**src/rtl/mem_access_stage_pkg.sv**
```systemverilog
// Op codes and op classification shared by the MEM stage and its lane aligner.
package mem_access_stage_pkg;

  localparam int unsigned ALUOP_W = 8;

  localparam logic [ALUOP_W-1:0] EXE_ADD_OP = 8'b0010_0000;
  localparam logic [ALUOP_W-1:0] EXE_LB_OP  = 8'b1110_0000;
  localparam logic [ALUOP_W-1:0] EXE_LH_OP  = 8'b1110_0001;
  localparam logic [ALUOP_W-1:0] EXE_LW_OP  = 8'b1110_0011;
  localparam logic [ALUOP_W-1:0] EXE_LBU_OP = 8'b1110_0100;
  localparam logic [ALUOP_W-1:0] EXE_LHU_OP = 8'b1110_0101;
  localparam logic [ALUOP_W-1:0] EXE_SB_OP  = 8'b1110_1000;
  localparam logic [ALUOP_W-1:0] EXE_SH_OP  = 8'b1110_1001;
  localparam logic [ALUOP_W-1:0] EXE_SW_OP  = 8'b1110_1011;

  function automatic logic op_is_load(input logic [ALUOP_W-1:0] op);
    return op inside {EXE_LB_OP, EXE_LH_OP, EXE_LW_OP, EXE_LBU_OP, EXE_LHU_OP};
  endfunction

  function automatic logic op_is_store(input logic [ALUOP_W-1:0] op);
    return op inside {EXE_SB_OP, EXE_SH_OP, EXE_SW_OP};
  endfunction

  function automatic logic op_misaligned(input logic [ALUOP_W-1:0] op,
                                         input logic [1:0]         addr_lo);
    logic bad;
    bad = 1'b0;
    case (op)
      EXE_LH_OP, EXE_LHU_OP, EXE_SH_OP: bad = addr_lo[0];
      EXE_LW_OP, EXE_SW_OP:             bad = |addr_lo;
      default:                          bad = 1'b0;
    endcase
    return bad;
  endfunction

endpackage

```
**src/rtl/mem_access_stage_lane_align.sv**
```systemverilog
// Byte-lane alignment: store data/mask packing and load byte/half extract with extension.
module mem_lane_align
  import mem_access_stage_pkg::*;
(
  input  logic [ALUOP_W-1:0] aluop,
  input  logic [1:0]         addr_lo,
  input  logic [31:0]        rt_data,
  input  logic [31:0]        rdata,
  output logic [31:0]        st_wdata,
  output logic [3:0]         st_wmask,
  output logic [31:0]        ld_data
);

  logic [7:0]  ld_byte;
  logic [15:0] ld_half;

  always_comb begin
    case (addr_lo)
      2'd0:    ld_byte = rdata[7:0];
      2'd1:    ld_byte = rdata[15:8];
      2'd2:    ld_byte = rdata[23:16];
      default: ld_byte = rdata[31:24];
    endcase
    ld_half = addr_lo[1] ? rdata[31:16] : rdata[15:0];
  end

  always_comb begin
    st_wdata = '0;
    st_wmask = '0;
    case (aluop)
      EXE_SB_OP: begin
        st_wdata = {4{rt_data[7:0]}};
        st_wmask = 4'b0001 << addr_lo;
      end
      EXE_SH_OP: begin
        st_wdata = {2{rt_data[15:0]}};
        st_wmask = 4'b0011 << {addr_lo[1], 1'b0};
      end
      EXE_SW_OP: begin
        st_wdata = rt_data;
        st_wmask = 4'hF;
      end
      default: ;
    endcase
  end

  always_comb begin
    case (aluop)
      EXE_LB_OP:  ld_data = {{24{ld_byte[7]}}, ld_byte};
      EXE_LBU_OP: ld_data = {24'b0, ld_byte};
      EXE_LH_OP:  ld_data = {{16{ld_half[15]}}, ld_half};
      EXE_LHU_OP: ld_data = {16'b0, ld_half};
      EXE_LW_OP:  ld_data = rdata;
      default:    ld_data = '0;
    endcase
  end

endmodule

```
**src/rtl/mem_access_stage.sv**
```systemverilog
// MEM pipeline stage: sequences loads/stores over the dmem req/gnt/rvalid port.
// Build option MEM_MISALIGN_TRAP_EN: misaligned half/word accesses trap instead of issuing.
module mem_access_stage
  import mem_access_stage_pkg::*;
#(
  parameter int unsigned DATA_W = 32,
  parameter int unsigned ADDR_W = 32
) (
  input  logic                clk,
  input  logic                rst,
  input  logic [4:0]          mem_reg_waddr,
  input  logic                mem_we,
  input  logic [DATA_W-1:0]   mem_reg_wdata,
  input  logic [ADDR_W-1:0]   mem_mem_addr,
  input  logic [ALUOP_W-1:0]  mem_aluop,
  input  logic [DATA_W-1:0]   mem_rt_data,
  input  logic [5:0]          stall,
  output logic                dmem_req,
  output logic                dmem_wr,
  output logic [ADDR_W-1:0]   dmem_addr,
  output logic [DATA_W-1:0]   dmem_wdata,
  output logic [3:0]          dmem_wmask,
  input  logic                dmem_gnt,
  input  logic                dmem_rvalid,
  input  logic [DATA_W-1:0]   dmem_rdata,
  output logic [4:0]          wb_reg_waddr,
  output logic                wb_we,
  output logic [DATA_W-1:0]   wb_reg_wdata,
  output logic                stallreq_mem,
  output logic                excp_misalign
);

  localparam logic [1:0] ST_IDLE = 2'd0;
  localparam logic [1:0] ST_REQ  = 2'd1;
  localparam logic [1:0] ST_WAIT = 2'd2;
  localparam logic [1:0] ST_DONE = 2'd3;

  logic [1:0]        state_q, state_d;
  logic [DATA_W-1:0] load_q;
  logic              is_ld, is_st, is_mem, misalign, go;
  logic              req_c, stall_c, we_c;
  logic [DATA_W-1:0] wdata_c;
  logic [31:0]       st_wdata, ld_data;
  logic [3:0]        st_wmask;
  logic              unused_stall;

  assign is_ld  = op_is_load(mem_aluop);
  assign is_st  = op_is_store(mem_aluop);
  assign is_mem = is_ld | is_st;
  assign go     = is_mem & ~misalign;

  assign unused_stall = ^{stall[5], stall[3:0]};

`ifdef MEM_MISALIGN_TRAP_EN
  assign misalign      = op_misaligned(mem_aluop, mem_mem_addr[1:0]);
  assign excp_misalign = rst && (state_q == ST_IDLE) && is_mem && misalign;
`else
  assign misalign      = 1'b0;
  assign excp_misalign = 1'b0;
`endif

  mem_lane_align u_align (
    .aluop    (mem_aluop),
    .addr_lo  (mem_mem_addr[1:0]),
    .rt_data  (mem_rt_data),
    .rdata    (dmem_rdata),
    .st_wdata (st_wdata),
    .st_wmask (st_wmask),
    .ld_data  (ld_data)
  );

  always_comb begin
    state_d = state_q;
    req_c   = 1'b0;
    stall_c = 1'b0;
    we_c    = mem_we;
    wdata_c = mem_reg_wdata;
    case (state_q)
      ST_IDLE: begin
        if (go) begin
          req_c   = 1'b1;
          stall_c = 1'b1;
          we_c    = 1'b0;
          if (dmem_gnt) state_d = is_st ? ST_DONE : ST_WAIT;
          else          state_d = ST_REQ;
        end else if (is_mem) begin
          we_c = 1'b0;
        end
      end
      ST_REQ: begin
        req_c   = 1'b1;
        stall_c = 1'b1;
        we_c    = 1'b0;
        if (dmem_gnt) state_d = is_st ? ST_DONE : ST_WAIT;
      end
      ST_WAIT: begin
        stall_c = 1'b1;
        we_c    = 1'b0;
        if (dmem_rvalid) state_d = ST_DONE;
      end
      default: begin
        if (is_ld) wdata_c = load_q;
        if (!stall[4]) state_d = ST_IDLE;
      end
    endcase
  end

  always_ff @(posedge clk or negedge rst) begin
    if (!rst) begin
      state_q <= ST_IDLE;
      load_q  <= '0;
    end else begin
      state_q <= state_d;
      if (state_q == ST_WAIT && dmem_rvalid) load_q <= ld_data;
    end
  end

  // Outputs are gated by rst so an abandoned access drops the port the moment reset asserts.
  assign dmem_req     = rst && req_c;
  assign dmem_wr      = dmem_req && is_st;
  assign dmem_addr    = dmem_req ? {mem_mem_addr[ADDR_W-1:2], 2'b00} : '0;
  assign dmem_wdata   = dmem_req ? st_wdata : '0;
  assign dmem_wmask   = dmem_req ? st_wmask : '0;
  assign wb_reg_waddr = rst ? mem_reg_waddr : '0;
  assign wb_we        = rst && we_c;
  assign wb_reg_wdata = rst ? wdata_c : '0;
  assign stallreq_mem = rst && stall_c;

endmodule

```
**config.mk**
```make
export PLATFORM = sky130hd
export DESIGN_NAME = mem_access_stage
export DESIGN_NICKNAME = d
export VERILOG_FILES = /design/src/rtl/mem_access_stage_pkg.sv /design/src/rtl/mem_access_stage_lane_align.sv /design/src/rtl/mem_access_stage.sv
export SDC_FILE = /design/constraint.sdc
export NUM_CORES = 1
export LEC_CHECK = 0
export ABC_AREA = 1
export CAP_MARGIN = 20
export CORE_MARGIN = 8
export CORE_UTILIZATION = 36
export DETAILED_ROUTE_END_ITERATION = 16
export GPL_ROUTABILITY_DRIVEN = 0
export HOLD_SLACK_MARGIN = 0.05
export PLACE_DENSITY = 0.92
export REMOVE_ABC_BUFFERS = 1
export SETUP_SLACK_MARGIN = 0.2
export SYNTH_ARGS = -nofsm -noshare
export SYNTH_HDL_FRONTEND = slang
export SYNTH_SLANG_ARGS = --single-unit
```
**constraint.sdc**
```tcl
create_clock -name clk -period 4.1 [get_ports clk]
set_clock_uncertainty 0.1 [all_clocks]
set_input_delay 1.23 -clock clk [delete_from_list [all_inputs] [get_ports clk]]
set_output_delay 1.23 -clock clk [all_outputs]
set_load 0.03 [all_outputs]
```
* Word level (Yosys, flattened, before mapping)
Index checks and enable logic that the tools add are counted.
** Word-level totals
- Output and inout bits :: 110
- Input bits :: 152
- Logic and storage cells :: 57
- Flip-flop bits (word level) :: 34
** Cells by class
- Reductions and logical operators :: 12
- Shift-type cells :: 2
- Equal/unequal tests :: 16
- Mux-type cells :: 24
- Bitwise gates (word level) :: 1
** Operators by type and width (number)
- 2-to-1 mux 32 bit :: 5
- one-hot mux 32 bit (5 select lines) :: 1
- one-hot mux 32 bit (3 select lines) :: 1
- equality test 8 bit, second input constant :: 8
- one-hot mux 8 bit (3 select lines) :: 1
- 2-to-1 mux 16 bit :: 1
- one-hot mux 4 bit (3 select lines) :: 1
- 2-to-1 mux 2 bit :: 5
- != test 2 bit, second input constant :: 3
- one-hot mux 1 bit (2 select lines) :: 3
- one-hot mux 2 bit (3 select lines) :: 1
- logical AND 1 bit :: 5
- 2-to-1 mux 5 bit :: 1
- nonzero test 5 bit :: 1
- equality test 2 x 1 -> 1 bit, second input constant :: 2
- equality test 2 bit, second input constant :: 2
- logical NOT 2 bit :: 2
- 2-to-1 mux 4 bit :: 1
- != test 4 x 1 -> 1 bit, second input constant :: 1
- AND reduction 4 bit :: 1
- << shifter 1 x 2 -> 4 bit, first input constant :: 1
- << shifter 2 x 2 -> 4 bit, first input constant :: 1
- 2-to-1 mux 1 bit :: 3
- nonzero test 3 bit :: 1
- other kinds (3) :: 3

* Longest topological paths before layout
Gate-level depths: netlist (run 1).
- Depth in word-level cells :: 7
- Gate-level depth with buffers :: 13
- Gate-level depth less buffers :: 11

* By module
Synthesis (run 1) repeated with hierarchy kept, for this count alone.
** Second synthesis, totals
- Cells, all modules :: 722
- Area, all modules :: 4201.5 µm²
** Modules (own cells, without submodules)
- mem_access_stage :: cells an instance 386, times used 1, area each 2653.8 µm², seq. area each 850.8 µm²
- mem_lane_align :: cells an instance 336, times used 1, area each 1547.7 µm², seq. area each 0.0 µm²

* Least setup slack after synthesis (run 1)
Ideal clock, no wire load.
- Path kind :: in2out
- Start :: in mem_aluop[4]
- End :: out dmem_addr[24]
- Path buffers :: 2
- Slack :: -0.006 ns
- Required time :: 2.770 ns
- Data arrival time :: 2.776 ns
- Cell stages on the path :: 13
- Cells stage by stage :: inv_1 -> nand2_1 -> nor2_1 -> nand2_1 -> buf_2 -> nand2_1 -> nor2_1 -> nand3_1 -> nand2_1 -> nand2_2 -> nand2_2 -> buf_6 -> nor2_1
** Between the ends
- Cells in the longest elaborated chain, start to end :: 7
- Elaborated cells on any way between the ends :: 15
- Classes of those cells :: eq/ne (8); mux (3); bitwise (1); reduce/logical (3)
** RTL lines
- start: declaration :: line mem_access_stage.sv:15 : input logic [ALUOP_W-1:0] mem_aluop,
- equality test 8 bit, on equally long branches :: line mem_access_stage_pkg.sv:17, mem_access_stage_pkg.sv:21
- nonzero test 5 bit / nonzero test 3 bit (equally long branches) :: line mem_access_stage_pkg.sv:17, mem_access_stage_pkg.sv:21
- OR 1 bit * :: line mem_access_stage.sv:49 : assign is_mem = is_ld | is_st;
- 2-to-1 mux 1 bit * :: line mem_access_stage.sv:80 : if (go) begin
- one-hot mux 1 bit (2 select lines) * :: line mem_access_stage.sv:78 : case (state_q)
- logical AND 1 bit * :: line mem_access_stage.sv:119 : assign dmem_req = rst && req_c;
- 2-to-1 mux 32 bit * :: line mem_access_stage.sv:121 : assign dmem_addr = dmem_req ? {mem_mem_addr[ADDR_W-1:2], 2'b00} : '0;
- end: declaration :: line mem_access_stage.sv:20 : output logic [ADDR_W-1:0] dmem_addr,
Every way passes the cells marked *; elsewhere a longest branch is shown, timed or not.

* Worst setup path after layout (run 1)
- Start :: in mem_aluop[4]
- End :: out dmem_wdata[15]
** Between the ends
- Cells in the longest elaborated chain, start to end :: 7
- Elaborated cells on any way between the ends :: 16
- Classes of those cells :: eq/ne (8); mux (4); bitwise (1); reduce/logical (3)
** RTL lines
- equality test 8 bit, on equally long branches :: line mem_access_stage_pkg.sv:17, mem_access_stage_pkg.sv:21, mem_access_stage_lane_align.sv:30
- nonzero test 5 bit / nonzero test 3 bit (equally long branches) :: line mem_access_stage_pkg.sv:17, mem_access_stage_pkg.sv:21
- OR 1 bit :: line mem_access_stage.sv:49
- 2-to-1 mux 1 bit :: line mem_access_stage.sv:80
- one-hot mux 1 bit (2 select lines) :: line mem_access_stage.sv:78
- logical AND 1 bit :: line mem_access_stage.sv:119
- 2-to-1 mux 32 bit * :: line mem_access_stage.sv:122 : assign dmem_wdata = dmem_req ? st_wdata : '0;
- end: declaration :: line mem_access_stage.sv:21 : output logic [DATA_W-1:0] dmem_wdata,
Marks and branches as above.

==> metrics, run 1 <==
Gate Count Post-Synth=681; DR WL/cell=18.2 um; Min Hold Slack=0.374 ns; clock network power share=15.3%; final worst path period share=102%; status=complete, but fails checks; main combinational cell family by area after synthesis=simple AND/OR/NAND/NOR gates; sequential power share=24.8%; IO Pins=262; worst hold path class=register to register; fin nets=1129; CTS Buffer Depth=2; Final Setup Violations=76; post-synth cell types=32; RSZ-0062 raised after global routing=true; internal power=989 uW; Synth Cell Area=3800 sq um; Post-Synth XOR/XNOR Area=0%; Critical Path RT=2.77 ns; synth-to-layout area growth=106%; initial antenna violation count=4; post-synthesis simple-gate area fraction=37.5%; largest net degree at the start of global routing=27; Port-buffer cells=253; Final Critical Period=4.17 ns; CP Max Fanout=7; Overall Power=1690 uW; Placement Rows=37; pwr/cell area=216 nW/um^2; Register-to-Register Path Depth=10; ratio of cells with drive above 1 in the final layout=30.3%; CP Capture Type=primary output; setup TNS=-2.75 ns; Routed Antenna Nets=0; initial core utilization=37.0%; fmax=240 MHz; Filler cells=681; Avg Vias per Cell=5.17; Setup CP Type=primary input to primary output; adder-cell share of the synthesized area=1.32%; mux cell area share after synthesis=0%; fraction of the mapped netlist area in compound gates=22.0%; DR DRC count=0; DRT Wirelength=20300 um; height of the die=119 um; first-pass GRT wire length=30100 um; failing checks=setup timing; CP Launch Type=primary input; Tot GR Track Use=26.4%; core area=10300 sq um; Starting DRT DRC Count=374; Final Hold Fails=0; sequential-to-total area share from yosys stat=22.4%; TritonCTS Buffers=5; fin util=76.2%; routed vias=5757; Synth Register Bits=34; actual slew at the worst max-slew pin=0.607 ns; relative slew slack=59.5%; H-tree depth=2; hold path cells=2; clock slew at reported path FFs=0.07 ns; combinational power share=59.9%; commonest non-fill, non-tap cells in the layout=nand2_1 (144), clkdlybuf4s50_1 (142), inv_1 (103), buf_4 (93); most common cell after layout, fill and taps aside=nand2_1; drt first pass iters=5; fin. max-slew vios=0; clk root buf=clkbuf_8; crit path DAT=2.84 ns; Avg Inst Size Synth=5.59 sq um; CTS tree=done; sw frac=41.7%; width of the die=119 um; VDD IR max=171 uV; switching pwr=706 uW; # Max-Cap Violations=0; Die Area=14100 sq um; worst setup margin=-0.0726 ns; total grt overflow=0; vias in the first global route=5749; Pleak=0.00375 uW; DP HPWL=14200 um; Ys Warns=0; clock latency on the worst-skew pair=0.28 ns; Clock Sinks=34
kinds of logic (layout without fill, tap and decap cells):
group / Yosys count / count (layout)
simple gates: 342 / 342
buf+inv: 150 / 441
compound gates: 150 / 150
other cells: 1 / 7
flops: 34 / 34
fa+ha+maj: 4 / 4
stage by stage:
stage          area [sq um]  setup WS (ns)  cells
6_report               7830        -0.0726   1114
5_1_grt                7830         -0.178   1114
4_1_cts                7520        -0.0601   1106
3_5_place_dp           6860         -0.486   1088
3_3_place_gp           6860         -0.463   1088
2_1_floorplan          3590         -0.887    643
Yosys cell counts:
| library cell | count | share of area [%] |
|---|---|---|
| o22ai_1 | 4 | 0.66 |
| o211a_1 | 2 | 0.53 |
| nand2_1 | 151 | 15 |
| o21ai_1 | 1 | 0.13 |
| o21ai_0 | 102 | 13 |
| nor3_1 | 1 | 0.13 |
| a21oi_4 | 1 | 0.43 |
| o211ai_1 | 7 | 1.4 |
| buf_2 | 11 | 1.4 |
| buf_1 | 1 | 0.099 |
| nand3_4 | 1 | 0.46 |
| ha_1 | 4 | 1.3 |
| nor2_4 | 1 | 0.30 |
| o221ai_1 | 3 | 0.69 |
| nor2_1 | 132 | 13 |
| o31ai_1 | 2 | 0.39 |
| or2_2 | 4 | 0.66 |
| o2111ai_1 | 1 | 0.23 |
| nand3_1 | 16 | 2.1 |
| a31oi_1 | 2 | 0.33 |
| nand4_1 | 4 | 0.66 |
| inv_1 | 108 | 11 |
| dfrtp_1 | 34 | 22 |
| clkbuf_1 | 18 | 1.8 |
| buf_6 | 6 | 1.8 |
| buf_4 | 4 | 0.79 |
| a21oi_1 | 17 | 2.2 |
| inv_2 | 2 | 0.20 |
| conb_1 | 1 | 0.099 |
| nor2_2 | 29 | 4.8 |
| nand2_2 | 3 | 0.49 |
| a22oi_1 | 8 | 1.6 |
layer usage:
layer | routed length, um | track usage (%) | part of all wire [%]
met1 | 7010 | 27.0 | 34
met2 | 10500 | 48.4 | 52
met3 | 1980 | 8.04 | 9.7
met4 | 825 | 11.7 | 4.1
met5 | 0 | 0 | 0
critical path, cell delays in order:
cell and delay (ns):
buf_6 0.10, inv_4 0.04, nand2_2 0.07, nor2_4 0.15, buf_6 0.13, nand2_2 0.06, nand2_1 0.09, nor2_2 0.05
nand3_2 0.08, nand2_4 0.06, nand2_4 0.08, nand3_4 0.20, buf_16 0.25, nor2_4 0.12, buf_12 0.13
worst paths after layout:
path,from,end,slack (ns)
max,mem_aluop[4],dmem_wdata[15],-0.07
min,load_q[17]$_DFFE_PN0P_,load_q[17]$_DFFE_PN0P_,0.37
max reg2reg,state_q[0]$_DFFE_PN0P_,load_q[1]$_DFFE_PN0P_,1.81
min reg2reg,load_q[17]$_DFFE_PN0P_,load_q[17]$_DFFE_PN0P_,0.37
max in group asynchronous,rst,load_q[5]$_DFFE_PN0P_,2.40
min in group asynchronous,rst,load_q[23]$_DFFE_PN0P_,0.79
area by class of cell:
cell class / instances / area (sq um) / share of cell area [%]
Antenna cell: 4 / 10.0 / 0.128
Clock buffer: 7 / 86.3 / 1.10
Clock inverter: 1 / 5.00 / 0.0639
Inverter: 110 / 425 / 5.43
Multi-Input combinational cell: 499 / 2830 / 36.1
Sequential cell: 34 / 851 / 10.9
Tap cell: 136 / 170 / 2.17
Timing Repair Buffer: 323 / 3450 / 44.1
power groups by stage:
stage / logic [uW] / clock network (uW) / registers, uW
2_1_floorplan: 441 / 0 / 415
3_3_place_gp: 867 / 0 / 422
3_5_place_dp: 879 / 0 / 423
4_1_cts: 938 / 260 / 419
5_1_grt: 1100 / 275 / 427
6_report: 1020 / 259 / 420
state kept, by name, indices dropped and copies added, names as in the netlist:
name,cells
load_q,32
state_q,2
repair_timing:
| action | CTS | global route |
|---|---|---|
| pin swaps | 18 | 12 |
| endpoints found under the setup margin | 102 | 102 |
| gates cloned | 3 | 3 |
| resized for setup | 169 | 68 |
| setup buffers | 7 | 1 |
| hold buffers | 0 | 0 |
(Power assumes the default switching activity.)
==> run 2: changes to the inputs <==
CTS_BUF_LIST = sky130_fd_sc_hd__clkbuf_8 sky130_fd_sc_hd__clkbuf_16   (was not set)
==> metrics, run 2 (synthesized netlist as in run 1, its figures left out) <==
drt first pass iters=5 (unchanged); largest net degree at the start of global routing=27 (unchanged); height of the die=119 um (unchanged); most common cell after layout, fill and taps aside=nand2_1 (unchanged); Die Area=14100 sq um (unchanged); synth-to-layout area growth=106% (unchanged); Final Critical Period=4.17 ns (about the same); DR WL/cell=18.3 um (was 18.2 um); initial antenna violation count=4 (unchanged); actual slew at the worst max-slew pin=0.610 ns (was 0.607 ns); Placement Rows=37 (unchanged); Routed Antenna Nets=0 (unchanged); Min Hold Slack=0.374 ns (about the same); total grt overflow=0 (unchanged); clk root buf=clkbuf_8 (unchanged); first-pass GRT wire length=30100 um (unchanged); Register-to-Register Path Depth=10 (unchanged); initial core utilization=37.0% (unchanged); Post-CTS Hold Fix Bufs=0 (unchanged); CTS tree=done (unchanged); vias in the first global route=5749 (unchanged); Layout Cells excl Fill=1114 (unchanged); fin. max-slew vios=0 (unchanged); Avg Vias per Cell=5.18 (was 5.17); worst hold path class=register to register (unchanged); Pleak=0.00375 uW (about the same); register area=851 sq um (unchanged); Starting DRT DRC Count=365 (was 374); CP Launch Type=primary input (unchanged); clock latency on the worst-skew pair=0.28 ns (about the same); Port-buffer cells=253 (unchanged); largest reg by FF count=load_q (unchanged); Overall Power=1690 uW (about the same); TritonCTS Buffers=5 (unchanged); Critical Path RT=2.77 ns (about the same); status=complete, but fails checks (unchanged); IO Pins=262 (unchanged); CP Capture Type=primary output (unchanged); worst setup margin=-0.0735 ns (was -0.0726 ns); Final Hold Fails=0 (unchanged); multi-input logic area=2830 sq um (unchanged); Top Registers=load_q (32), state_q (2) (unchanged); ratio of cells with drive above 1 in the final layout=30.3% (unchanged); routed vias=5770 (was 5757); # Max-Cap Violations=0 (unchanged); CTS Buffer Depth=2 (unchanged); DR DRC count=0 (unchanged); Filler cells=681 (unchanged); Critical R2R Launch=state_q[0]$_DFFE_PN0P_ (unchanged); fin nets=1129 (unchanged); relative slew slack=59.3% (was 59.5%); Clock Sinks=34 (unchanged); commonest non-fill, non-tap cells in the layout=nand2_1 (144), clkdlybuf4s50_1 (142), inv_1 (104), buf_4 (93) (was nand2_1 (144), clkdlybuf4s50_1 (142), inv_1 (103), buf_4 (93)); DP HPWL=14200 um (unchanged); final worst path period share=102% (about the same); hold path cells=2 (unchanged); core area=10300 sq um (unchanged); pwr/cell area=216 nW/um^2 (about the same); width of the die=119 um (unchanged); DRT Wirelength=20400 um (was 20300 um); Tot GR Track Use=26.4% (unchanged); min-delay src=load_q[17]$_DFFE_PN0P_ (unchanged); crit path from=mem_aluop[4] (unchanged); fmax=240 MHz (about the same); clock slew at reported path FFs=0.07 ns (about the same); flop2flop setup slack=1.80 ns (was 1.81 ns); VDD IR max=171 uV (about the same); Post-Place Cells=1088 (unchanged); Largest register FFs=32 (unchanged); H-tree depth=2 (unchanged); CP Max Fanout=7 (unchanged); setup TNS=-2.79 ns (was -2.75 ns); RSZ-0062 raised after global routing=true (unchanged); failing checks=setup timing (unchanged); Setup CP Type=primary input to primary output (unchanged); Final Setup Violations=76 (unchanged); crit path DAT=2.84 ns (about the same)
## run 2: cell types whose count changed in the layout (fill, tap and decap cells not counted)
| cell | delta |
|---|---|
| inv_1 | +1 |
| clkbuf_1 | -1 |
## run 2: what timing repair did
| item | 4_1_cts | 5_1_grt |
|---|---|---|
| pin swaps | 18 | 12 |
| resized for setup | 169 | 68 |
| setup endpoints to repair | 102 | 102 |
| cloned | 3 | 3 |
| buffers inserted | 7 | 1 |
## run 2: power breakdown
part           total, uW  switching, uW  internal, uW  leakage, uW
Combinational       1020            552           465      0.00324
Sequential           421           32.0           389     0.000457
Clock                257            124           133    0.0000524
## run 2: path summary, 6_finish.rpt
check                                    endpoint
setup / recovery                   dmem_wdata[15]
hold / removal             load_q[17]$_DFFE_PN0P_
setup reg to reg            load_q[1]$_DFFE_PN0P_
hold reg to reg            load_q[17]$_DFFE_PN0P_
max in group asynchronous   load_q[5]$_DFFE_PN0P_
min in group asynchronous  load_q[23]$_DFFE_PN0P_
## run 2: metrics by stage
step	utilization [%]	setup slack, ns	area, sq um
finish	76.2	-0.0735	7830
global route	76.2	-0.178	7830
CTS	73.2	-0.0601	7520
detailed placement	66.7	-0.486	6860
global placement	66.7	-0.463	6860
floorplan	-	-0.887	3590
## run 2: metal layers
layer | vias up | share of wire, % | wire length, um | GRT usage, %
met5 | - | 0 | 0 | 0
met4 | 0 | 4.0 | 808 | 11.7
met3 | 59 | 9.7 | 1980 | 8.04
met2 | 359 | 52 | 10600 | 48.4
met1 | 2652 | 35 | 7070 | 27.0
li1 | 2700 | - | - | -
## run 2: area by class of cell
cell class,count,share of cell area (%)
antenna,4,0.128
clock buffer,6,1.05
clock inverter,2,0.112
inverter,110,5.43
multi-input combinational,499,36.1
sequential,34,10.9
tap,136,2.17
timing repair buffer,323,44.1
## run 2: worst max-delay path, cell delays in order
cell and delay [ns]:
buf_6 0.10, inv_4 0.04, nand2_2 0.07, nor2_4 0.15, buf_6 0.13, nand2_2 0.06, nand2_1 0.09, nor2_2 0.05
nand3_2 0.08, nand2_4 0.06, nand2_4 0.08, nand3_4 0.20, buf_16 0.25, nor2_4 0.12, buf_12 0.13
==> run 3: changes to the inputs <==
SKIP_CTS_REPAIR_TIMING = 1   (was not set)
==> metrics, run 3 (synthesized netlist as in run 1, its figures left out) <==
Clock Sinks=34 (unchanged); largest net degree at the start of global routing=27 (unchanged); failing checks=setup timing (unchanged); Routed Antenna Nets=0 (unchanged); Pleak=0.00378 uW (was 0.00375 uW); largest reg by FF count=load_q (unchanged); core area=10300 sq um (unchanged); actual slew at the worst max-slew pin=0.613 ns (was 0.610 ns); fin. max-slew vios=0 (unchanged); Starting DRT DRC Count=436 (was 365); DRT Wirelength=22000 um (was 20400 um); # Max-Cap Violations=0 (unchanged); synth-to-layout area growth=114% (was 106%); setup TNS=-5.99 ns (was -2.79 ns); fin util=79.4% (was 76.2%); RSZ-0062 raised after global routing=true (unchanged); fin nets=1132 (was 1129); relative slew slack=59.1% (was 59.3%); Port-buffer cells=253 (unchanged); Die Area=14100 sq um (unchanged); first-pass GRT wire length=26500 um (was 30100 um); CP Max Fanout=7 (unchanged); clock slew at reported path FFs=0.06 ns (was 0.07 ns); width of the die=119 um (unchanged); initial core utilization=37.0% (unchanged); DR WL/cell=19.7 um (was 18.3 um); crit path DAT=2.97 ns (was 2.84 ns); clock latency on the worst-skew pair=0.28 ns (about the same); Layout Cells excl Fill=1117 (was 1114); H-tree depth=2 (unchanged); DR DRC count=0 (unchanged); Setup CP Type=primary input to primary output (unchanged); Largest register FFs=32 (unchanged); Final Critical Period=4.30 ns (was 4.17 ns); pwr/cell area=218 nW/um^2 (was 216 nW/um^2); VDD IR max=182 uV (was 171 uV); routed vias=5900 (was 5770); height of the die=119 um (unchanged); ratio of cells with drive above 1 in the final layout=34.0% (was 30.3%); commonest non-fill, non-tap cells in the layout=nand2_1 (143), clkdlybuf4s50_1 (142), inv_1 (103), o21ai_0 (95), nor2_4 (82) (was nand2_1 (144), clkdlybuf4s50_1 (142), inv_1 (104), buf_4 (93)); CTS Buffer Depth=2 (unchanged); final worst path period share=105% (was 102%); Top Registers=load_q (32), state_q (2) (unchanged); drt first pass iters=5 (unchanged); vias in the first global route=5321 (was 5749); clk root buf=clkbuf_8 (unchanged); Final Hold Fails=0 (unchanged); Avg Vias per Cell=5.28 (was 5.18); worst setup margin=-0.204 ns (was -0.0735 ns); Placement Rows=37 (unchanged); CP Launch Type=primary input (unchanged); fmax=232 MHz (was 240 MHz); status=complete, but fails checks (unchanged); Tot GR Track Use=22.9% (was 26.4%); TritonCTS Buffers=5 (unchanged); CTS tree=done (unchanged); worst hold path class=register to register (unchanged); Overall Power=1780 uW (was 1690 uW); CP Capture Type=primary output (unchanged); Post-Place Cells=1088 (unchanged); DP HPWL=14200 um (unchanged); Final Setup Violations=96 (was 76); most common cell after layout, fill and taps aside=nand2_1 (unchanged); Critical Path RT=2.77 ns (about the same); total grt overflow=0 (unchanged); initial antenna violation count=3 (was 4); IO Pins=262 (unchanged)
## run 3: path summary, 6_finish.rpt
check | slack [ns] | end | start | cells past startpoint
worst max register to register | 1.81 | load_q[1]$_DFFE_PN0P_ | state_q[0]$_DFFE_PN0P_ | 10
worst max-delay path | -0.20 | dmem_wdata[31] | mem_aluop[4] | 13
min in group asynchronous | 0.76 | load_q[23]$_DFFE_PN0P_ | rst | 1
worst min register to register | 0.37 | load_q[21]$_DFFE_PN0P_ | load_q[21]$_DFFE_PN0P_ | 2
max in group asynchronous | 2.49 | load_q[5]$_DFFE_PN0P_ | rst | 3
worst min-delay path | 0.37 | load_q[21]$_DFFE_PN0P_ | load_q[21]$_DFFE_PN0P_ | 2
## run 3: final cells by class
| type | count | area (sq um) |
|---|---|---|
| well taps | 136 | 170 |
| repair buffers | 326 | 3580 |
| flip-flops and latches | 34 | 851 |
| clock inverters | 2 | 8.76 |
| diodes | 4 | 10.0 |
| clock buffers | 6 | 82.6 |
| multi-input cells | 499 | 3020 |
| inverters | 110 | 432 |
| fillers | 643 | 2120 |
## run 3: power breakdown
group,internal (uW),total [uW],switching [uW]
clock,133,256,123
sequential,388,419,30.8
combinational,501,1110,607
total,1020,1780,760
## run 3: critical path: stages
cell	delay [ns]
buf_6	0.09
inv_4	0.04
nand2_2	0.06
nor2_4	0.16
buf_4	0.14
nand2_1	0.08
nor2_1	0.18
buf_4	0.21
nand2_1	0.07
o21ai_0	0.16
a22oi_1	0.15
nor2_1	0.23
buf_12	0.16
## run 3: per-layer routing
metal	track usage, %	vias to the layer above	routed length, um
li1	-	2710	-
met4	7.11	0	915
met2	41.8	384	11200
met1	23.8	2737	7720
met3	8.61	69	2230
met5	0	-	0
## run 3: stage by stage
step / hold WS [ns] / area [sq um] / setup slack (ns)
2_1_floorplan: 0.344 / 3590 / -0.887
3_3_place_gp: 0.358 / 6860 / -0.463
3_5_place_dp: 0.361 / 6860 / -0.486
4_1_cts: 0.379 / 6950 / -0.508
5_1_grt: 0.407 / 8160 / -0.284
6_report: 0.373 / 8160 / -0.204
